**config.mk**
```make
export PLATFORM = sky130hd
export DESIGN_NAME = uart_tx_arbiter
export DESIGN_NICKNAME = d
export VERILOG_FILES = /design/src/rtl/uart_arb_pkg.sv /design/src/rtl/uart_rr_picker.sv /design/src/rtl/uart_tx_arbiter.sv
export SDC_FILE = /design/constraint.sdc
export NUM_CORES = 1
export LEC_CHECK = 0
export ABC_AREA = 1
export CELL_PAD_IN_SITES_DETAIL_PLACEMENT = 1
export CELL_PAD_IN_SITES_GLOBAL_PLACEMENT = 1
export CORE_MARGIN = 2
export CORE_UTILIZATION = 35
export CTS_BUF_LIST = sky130_fd_sc_hd__clkbuf_8
export DETAILED_ROUTE_END_ITERATION = 6
export GPL_ROUTABILITY_DRIVEN = 0
export GPL_TIMING_DRIVEN = 0
export PLACE_DENSITY_LB_ADDON = 0.1
export SLEW_MARGIN = 10
export SYNTH_ARGS = -nofsm -noshare
export SYNTH_HDL_FRONTEND = slang
export SYNTH_SLANG_ARGS = --single-unit
```
**constraint.sdc**
```tcl
create_clock -name clk -period 5.6 [get_ports clk]
set_input_delay 1.12 -clock clk [delete_from_list [all_inputs] [get_ports clk]]
set_output_delay 1.12 -clock clk [all_outputs]
set_load 0.01 [all_outputs]
```
**src/rtl/uart_arb_pkg.sv**
```systemverilog
// Shared types and defaults for the UART transmit arbiter.
// Contents:
//   state_t           - arbiter FSM state encoding
//   DEF_*             - default parameter values
//   rr_wrap()         - modulo-n index step used by the round-robin search
package uart_arb_pkg;

    // Arbiter FSM states
    typedef enum logic [1:0] {
        IDLE      = 2'd0,
        WAIT_BUSY = 2'd1,
        WAIT_DONE = 2'd2
    } state_t;

    // Default parameter values
    localparam int unsigned DEF_NUM_REQ      = 4;
    localparam int unsigned DEF_DATA_BITS    = 8;
    localparam int unsigned DEF_BUSY_TIMEOUT = 16;

    // (base + off) mod n, assuming base < n and 1 <= off <= n.
    // A single conditional subtract keeps this valid for any n, not just powers of 2.
    function automatic int unsigned rr_wrap(input int unsigned base,
                                            input int unsigned off,
                                            input int unsigned n);
        int unsigned sum;
        sum = base + off;
        if (sum >= n) begin
            sum = sum - n;
        end
        return sum;
    endfunction

endpackage : uart_arb_pkg

```
**src/rtl/uart_rr_picker.sv**
```systemverilog
// Combinational round-robin picker.
// Searches last+1, last+2, ... (mod NUM_REQ) and returns the first set bit.
// Ports:
//   elig  in  NUM_REQ  eligible requester vector
//   last  in  ID_W     most recently served requester
//   found out 1        at least one requester is eligible
//   idx   out ID_W     chosen requester (0 when found is 0)
module uart_rr_picker
    import uart_arb_pkg::*;
#(
    parameter int unsigned NUM_REQ = DEF_NUM_REQ,
    parameter int unsigned ID_W    = $clog2(NUM_REQ)
) (
    input  logic [NUM_REQ-1:0] elig,
    input  logic [ID_W-1:0]    last,
    output logic               found,
    output logic [ID_W-1:0]    idx
);

    logic [ID_W-1:0] cand;

    // First hit in rotated order wins; last itself is tried at the end of the round
    always_comb begin
        found = 1'b0;
        idx   = '0;
        cand  = '0;
        for (int unsigned i = 1; i <= NUM_REQ; i++) begin
            cand = ID_W'(rr_wrap(32'(last), i, NUM_REQ));
            if (!found && elig[cand]) begin
                found = 1'b1;
                idx   = cand;
            end
        end
    end

endmodule : uart_rr_picker

```
**src/rtl/uart_tx_arbiter.sv**
```systemverilog
// Round-robin arbiter sharing one UART transmitter among NUM_REQ byte producers.
// One byte is accepted per grant; the arbiter then drives tx_data/tx_start and
// follows tx_busy until the frame ends. A watchdog abandons a start that the
// transmitter never acknowledges.
// Ports:
//   clk, rst_n   clock, asynchronous active-low reset
//   req_valid    in  NUM_REQ            per-requester byte available
//   req_data     in  NUM_REQ*DATA_BITS  requester i byte at [i*DATA_BITS +: DATA_BITS]
//   req_mask     in  NUM_REQ            requester eligible when 1
//   req_ready    out NUM_REQ            one-hot accept pulse
//   tx_data      out DATA_BITS          byte to transmitter, held until next grant
//   tx_start     out 1                  start pulse to transmitter
//   tx_busy      in  1                  transmitter busy
//   grant_id     out ID_W               current or last granted requester
//   active       out 1                  transaction in flight
//   tx_done      out 1                  frame complete pulse
//   err_timeout  out 1                  watchdog expiry pulse
module uart_tx_arbiter
    import uart_arb_pkg::*;
#(
    parameter int unsigned NUM_REQ      = DEF_NUM_REQ,
    parameter int unsigned DATA_BITS    = DEF_DATA_BITS,
    parameter int unsigned BUSY_TIMEOUT = DEF_BUSY_TIMEOUT,
    parameter int unsigned ID_W         = $clog2(NUM_REQ)
) (
    input  logic                           clk,
    input  logic                           rst_n,
    input  logic [NUM_REQ-1:0]             req_valid,
    input  logic [NUM_REQ*DATA_BITS-1:0]   req_data,
    input  logic [NUM_REQ-1:0]             req_mask,
    output logic [NUM_REQ-1:0]             req_ready,
    output logic [DATA_BITS-1:0]           tx_data,
    output logic                           tx_start,
    input  logic                           tx_busy,
    output logic [ID_W-1:0]                grant_id,
    output logic                           active,
    output logic                           tx_done,
    output logic                           err_timeout
);

    localparam int unsigned WD_W = $clog2(BUSY_TIMEOUT + 1);
    localparam logic [WD_W-1:0] WD_MAX   = {WD_W{1'b1}};
    localparam logic [WD_W-1:0] WD_LIMIT = WD_W'(BUSY_TIMEOUT);
    localparam logic [ID_W-1:0] LAST_RST = ID_W'(NUM_REQ - 1);

    state_t            state;
    logic [ID_W-1:0]   last;
    logic [WD_W-1:0]   wd;
    logic [WD_W-1:0]   wd_inc;
    logic [NUM_REQ-1:0] elig;
    logic              pick_found;
    logic [ID_W-1:0]   pick_idx;

    assign elig = req_valid & req_mask;

    // Watchdog next value, saturating at all-ones instead of wrapping
    assign wd_inc = (wd == WD_MAX) ? wd : wd + WD_W'(1);

    // Rotating-priority search starting after the last served requester
    uart_rr_picker #(
        .NUM_REQ (NUM_REQ),
        .ID_W    (ID_W)
    ) u_picker (
        .elig  (elig),
        .last  (last),
        .found (pick_found),
        .idx   (pick_idx)
    );

    // FSM, watchdog and all output registers
    always_ff @(posedge clk or negedge rst_n) begin
        if (!rst_n) begin
            state       <= IDLE;
            last        <= LAST_RST;
            wd          <= '0;
            req_ready   <= '0;
            tx_data     <= '0;
            tx_start    <= 1'b0;
            grant_id    <= '0;
            active      <= 1'b0;
            tx_done     <= 1'b0;
            err_timeout <= 1'b0;
        end else begin
            // Pulse outputs default low every cycle
            req_ready   <= '0;
            tx_start    <= 1'b0;
            tx_done     <= 1'b0;
            err_timeout <= 1'b0;

            case (state)
                IDLE: begin
                    if (pick_found) begin
                        grant_id  <= pick_idx;
                        tx_data   <= req_data[32'(pick_idx) * DATA_BITS +: DATA_BITS];
                        req_ready <= NUM_REQ'(1) << pick_idx;
                        tx_start  <= 1'b1;
                        wd        <= '0;
                        active    <= 1'b1;
                        state     <= WAIT_BUSY;
                    end
                end

                WAIT_BUSY: begin
                    wd <= wd_inc;
                    if (tx_busy) begin
                        state <= WAIT_DONE;
                    end else if (wd_inc == WD_LIMIT) begin
                        // Transmitter never acknowledged: drop the byte and move on
                        err_timeout <= 1'b1;
                        last        <= grant_id;
                        active      <= 1'b0;
                        state       <= IDLE;
                    end
                end

                WAIT_DONE: begin
                    if (!tx_busy) begin
                        tx_done <= 1'b1;
                        last    <= grant_id;
                        active  <= 1'b0;
                        state   <= IDLE;
                    end
                end

                default: begin
                    active <= 1'b0;
                    state  <= IDLE;
                end
            endcase
        end
    end

endmodule : uart_tx_arbiter

```
==> summary.md <==
| Metric | Value |
|---|---|
| Outcome | `finished, final reports clean` |
| Initial DRC Count | `44` |
| Hold endpoint | `tx_data[2]` |
| Worst-Margin Slew | `599 ps` |
| H-tree Lvls | `1` |
| Vias in the first global route | `1813` |
| Area leader, netlist | `dfrtp_1` |
| Post-synth ARST share | `100%` |
| Largest net degree at the start of global routing | `28` |
| Area Overhead vs Synth | `42.0%` |
| Initial Util | `36.4%` |
| Lkg Pwr | `1.21 nW` |
| Final Slew Violations | `0` |
| First-pass GRT wire length | `7880 um` |
| Comb power frac | `69.2%` |
| Drt first pass iters | `4` |
| Wire length per cell | `12.1 um` |
| Sw frac | `50.3%` |
| Number of diodes | `0` |
| Row count | `25` |
| Reg clk slew, reported paths | `90 ps` |
| Drt drc | `0` |
| Commonest non-fill, non-tap cell in the layout | `nand2_1` |
| Post-CTS Hold Buffers | `0` |
| Type of origin of the critical path | `input pin` |
| Worst clock skew | `2.45 ps` |
| CTS Buffer Depth | `2` |
| P_int | `0.000736 W` |
| Yosys warnings | `0` |
| DP Wirelength | `3630 um` |
| Worst hold path class | `register to register` |
| Vias per cell | `4.70` |
| Met2 wire len | `2150 um` |
| Power share of the sequential group | `23.3%` |
| Filler cells | `627` |
| Dominant synthesized flop cell | `dfrtp_1` |
| Reg2Reg Setup Slack | `3470 ps` |
| Port Buffers | `60` |
| Critical path data arrival time | `2960 ps` |
| Detailed-route wire length | `4530 um` |
| EDFF count, synth | `0` |
| Clock buffer count from CTS | `3` |
| Length in cells of the worst reg-to-reg path | `12` |
| CTS tree | `built` |
| Worst skew pair latency | `270 ps` |
| I/O pin count | `61` |
| Met3 wire len | `172 um` |
| Core footprint | `0.00475 sq mm` |
| #FFs+latches synth | `27` |
| Net switching power | `0.000744 W` |
| PwrDens | `603 mW/mm^2` |
| Gr usage total | `17.9%` |
| Uppermost layer routed | `met4` |
| Die area | `0.00552 sq mm` |
| Pre-CTS setup slack | `2460 ps` |
| Initial antenna violation count | `0` |
| Hold path cells | `2` |
| Share of Yosys cell area claimed by the top area cell type | `36.2%` |
| Hold_sp | `tx_data[2]` |
| Post-Syn Instances | `245` |
| Final Non-Filler Cells | `376` |
| Util after Layout | `51.6%` |
| Die Wd | `74.3 um` |
| Final worst slack | `2800 ps` |
| CTS root buffer | `clkbuf_8` |
| Netlist cell types | `27` |
| Final nets | `354` |
| Post-route minimum period | `2800 ps` |
| Buffers inserted by post-CTS timing repair | `0` |
| RSZ-0062 raised after global routing | `false` |
| Global route total overflow | `0` |
| # resized after CTS | `0` |
| Commonest cells after routing, fill and taps aside | `nand2_1 (100), clkdlybuf4s50_1 (59), nand3_1 (32), dfrtp_1 (25), inv_1 (19)` |
| ANT nets after route | `0` |
| Req. time, crit path | `5770 ps` |
| Final period util | `49.9%` |
| Worst r2r dst | `tx_data[6]` |
| Placed cell area | `0.00241 sq mm` |
| R2R Path Start | `last[0]` |
| Hold Vio Cnt, Final | `0` |
| M1 WL | `2170 um` |
| Placed cells | `372` |
| Syn avg cell area | `7.06 sq um` |
| Setup-failing EPs final | `0` |
| Slew margin rel. | `60.0%` |
| Die Y | `74.3 um` |
| Worst vdd ir | `0.294 mV` |
| CP max FO | `7` |
| Vias | `1768` |
| Post-route design area | `0.00245 sq mm` |
| Layout cells sized above 1 | `11.7%` |
| Clock sink total | `27` |
| Clock share of power | `7.5%` |
| Syn Nets | `289` |
| Sequential share of the synthesized area | `39.2%` |
| Largest cells by area after synthesis | `dfrtp_1 (36%), nand2_1 (22%), nand3_1 (9.3%)` |
| Netlist Area Pre-Place | `0.00173 sq mm` |
| CP endpoint kind | `register` |
| Kind of critical path | `input pin to register` |
| Fmax | `0.358 GHz` |
| Max Cap Viol | `0` |
| Setup TNS | `0 ps` |
-- per-layer routing --
metal	up-vias	global-route usage, %
met4	0	4.76
met1	816	24.0
li1	909	-
met3	4	2.44
met5	-	0
met2	39	30.7
-- sequential cells by signal (all words and copies together), names as in the netlist --
name         cells
tx_data          8
req_ready        4
active           1
grant_id         2
err_timeout      1
last             2
tx_done          1
state            2
wd               5
tx_start         1
-- logic make-up (layout without fill, tap and decap cells) --
| logic type | count (synthesis) | count (layout) | synth area share [%] |
|---|---|---|---|
| xor+xnor | 2 | 2 | 1.01 |
| flops | 27 | 27 | 39.2 |
| compound gates | 18 | 18 | 5.79 |
| buf+inv | 28 | 92 | 8.03 |
| simple gates | 169 | 169 | 45.2 |
| fa+ha+maj | 1 | 1 | 0.723 |
-- worst max-delay path by stage --
stage | endpoint | start
6_report | tx_data[5] | req_valid[0]
5_1_grt | tx_data[1] | req_valid[2]
4_1_cts | tx_data[5] | req_valid[0]
3_5_place_dp | tx_data[7] | req_valid[0]
3_3_place_gp | tx_data[4] | req_valid[0]
2_1_floorplan | tx_data[1] | req_valid[3]
-- Yosys cell counts (2+ instances only) --
cell type	n
nand3_1	32
nor2_1	14
buf_6	3
dfstp_2	2
nand4_1	3
o31ai_1	2
o21ai_0	11
nand2_2	13
a21oi_1	2
xor2_1	2
nand2_1	100
dfrtp_1	25
inv_1	19
nand3_2	3
inv_2	2
-- power groups by stage --
stage / logic, W / clock network (W) / registers [W]
after floorplan: 0.000705 / 0 / 0.000359
after global placement: 0.00102 / 0 / 0.000344
after detailed placement: 0.00105 / 0 / 0.000346
after CTS: 0.00105 / 0.000115 / 0.000345
after global routing: 0.00118 / 0.000120 / 0.000354
final: 0.00102 / 0.000112 / 0.000344
-- through the flow --
step                      power [W]  hold slack (ps)
final                       0.00148              506
after global routing        0.00165              536
after CTS                   0.00151              511
after detailed placement    0.00139              487
after global placement      0.00136              481
after floorplan             0.00106              515
-- critical path, stage by stage --
cell and delay, ps:
clkdlybuf4s50_1 520, nand3_1 100, nand2_1 120, nand2_1 80
nand2_2 90, clkinv_1 110, nand3_1 110, nor2_1 60
a21oi_2 290, nor2_1 190, nand2_1 110, nand3_1 70
-- final cells by class --
cell class	count	area, sq um	share of cell area, %
Multi-Input combinational cell	190	912	37.2
Clock buffer	3	41.3	1.68
Tap cell	67	83.8	3.41
Inverter	24	100	4.08
Timing Repair Buffer	60	596	24.3
Clock inverter	1	5.00	0.204
Sequential cell	27	678	27.6
Buffer	4	38.8	1.58
(Power assumes the default switching activity.)
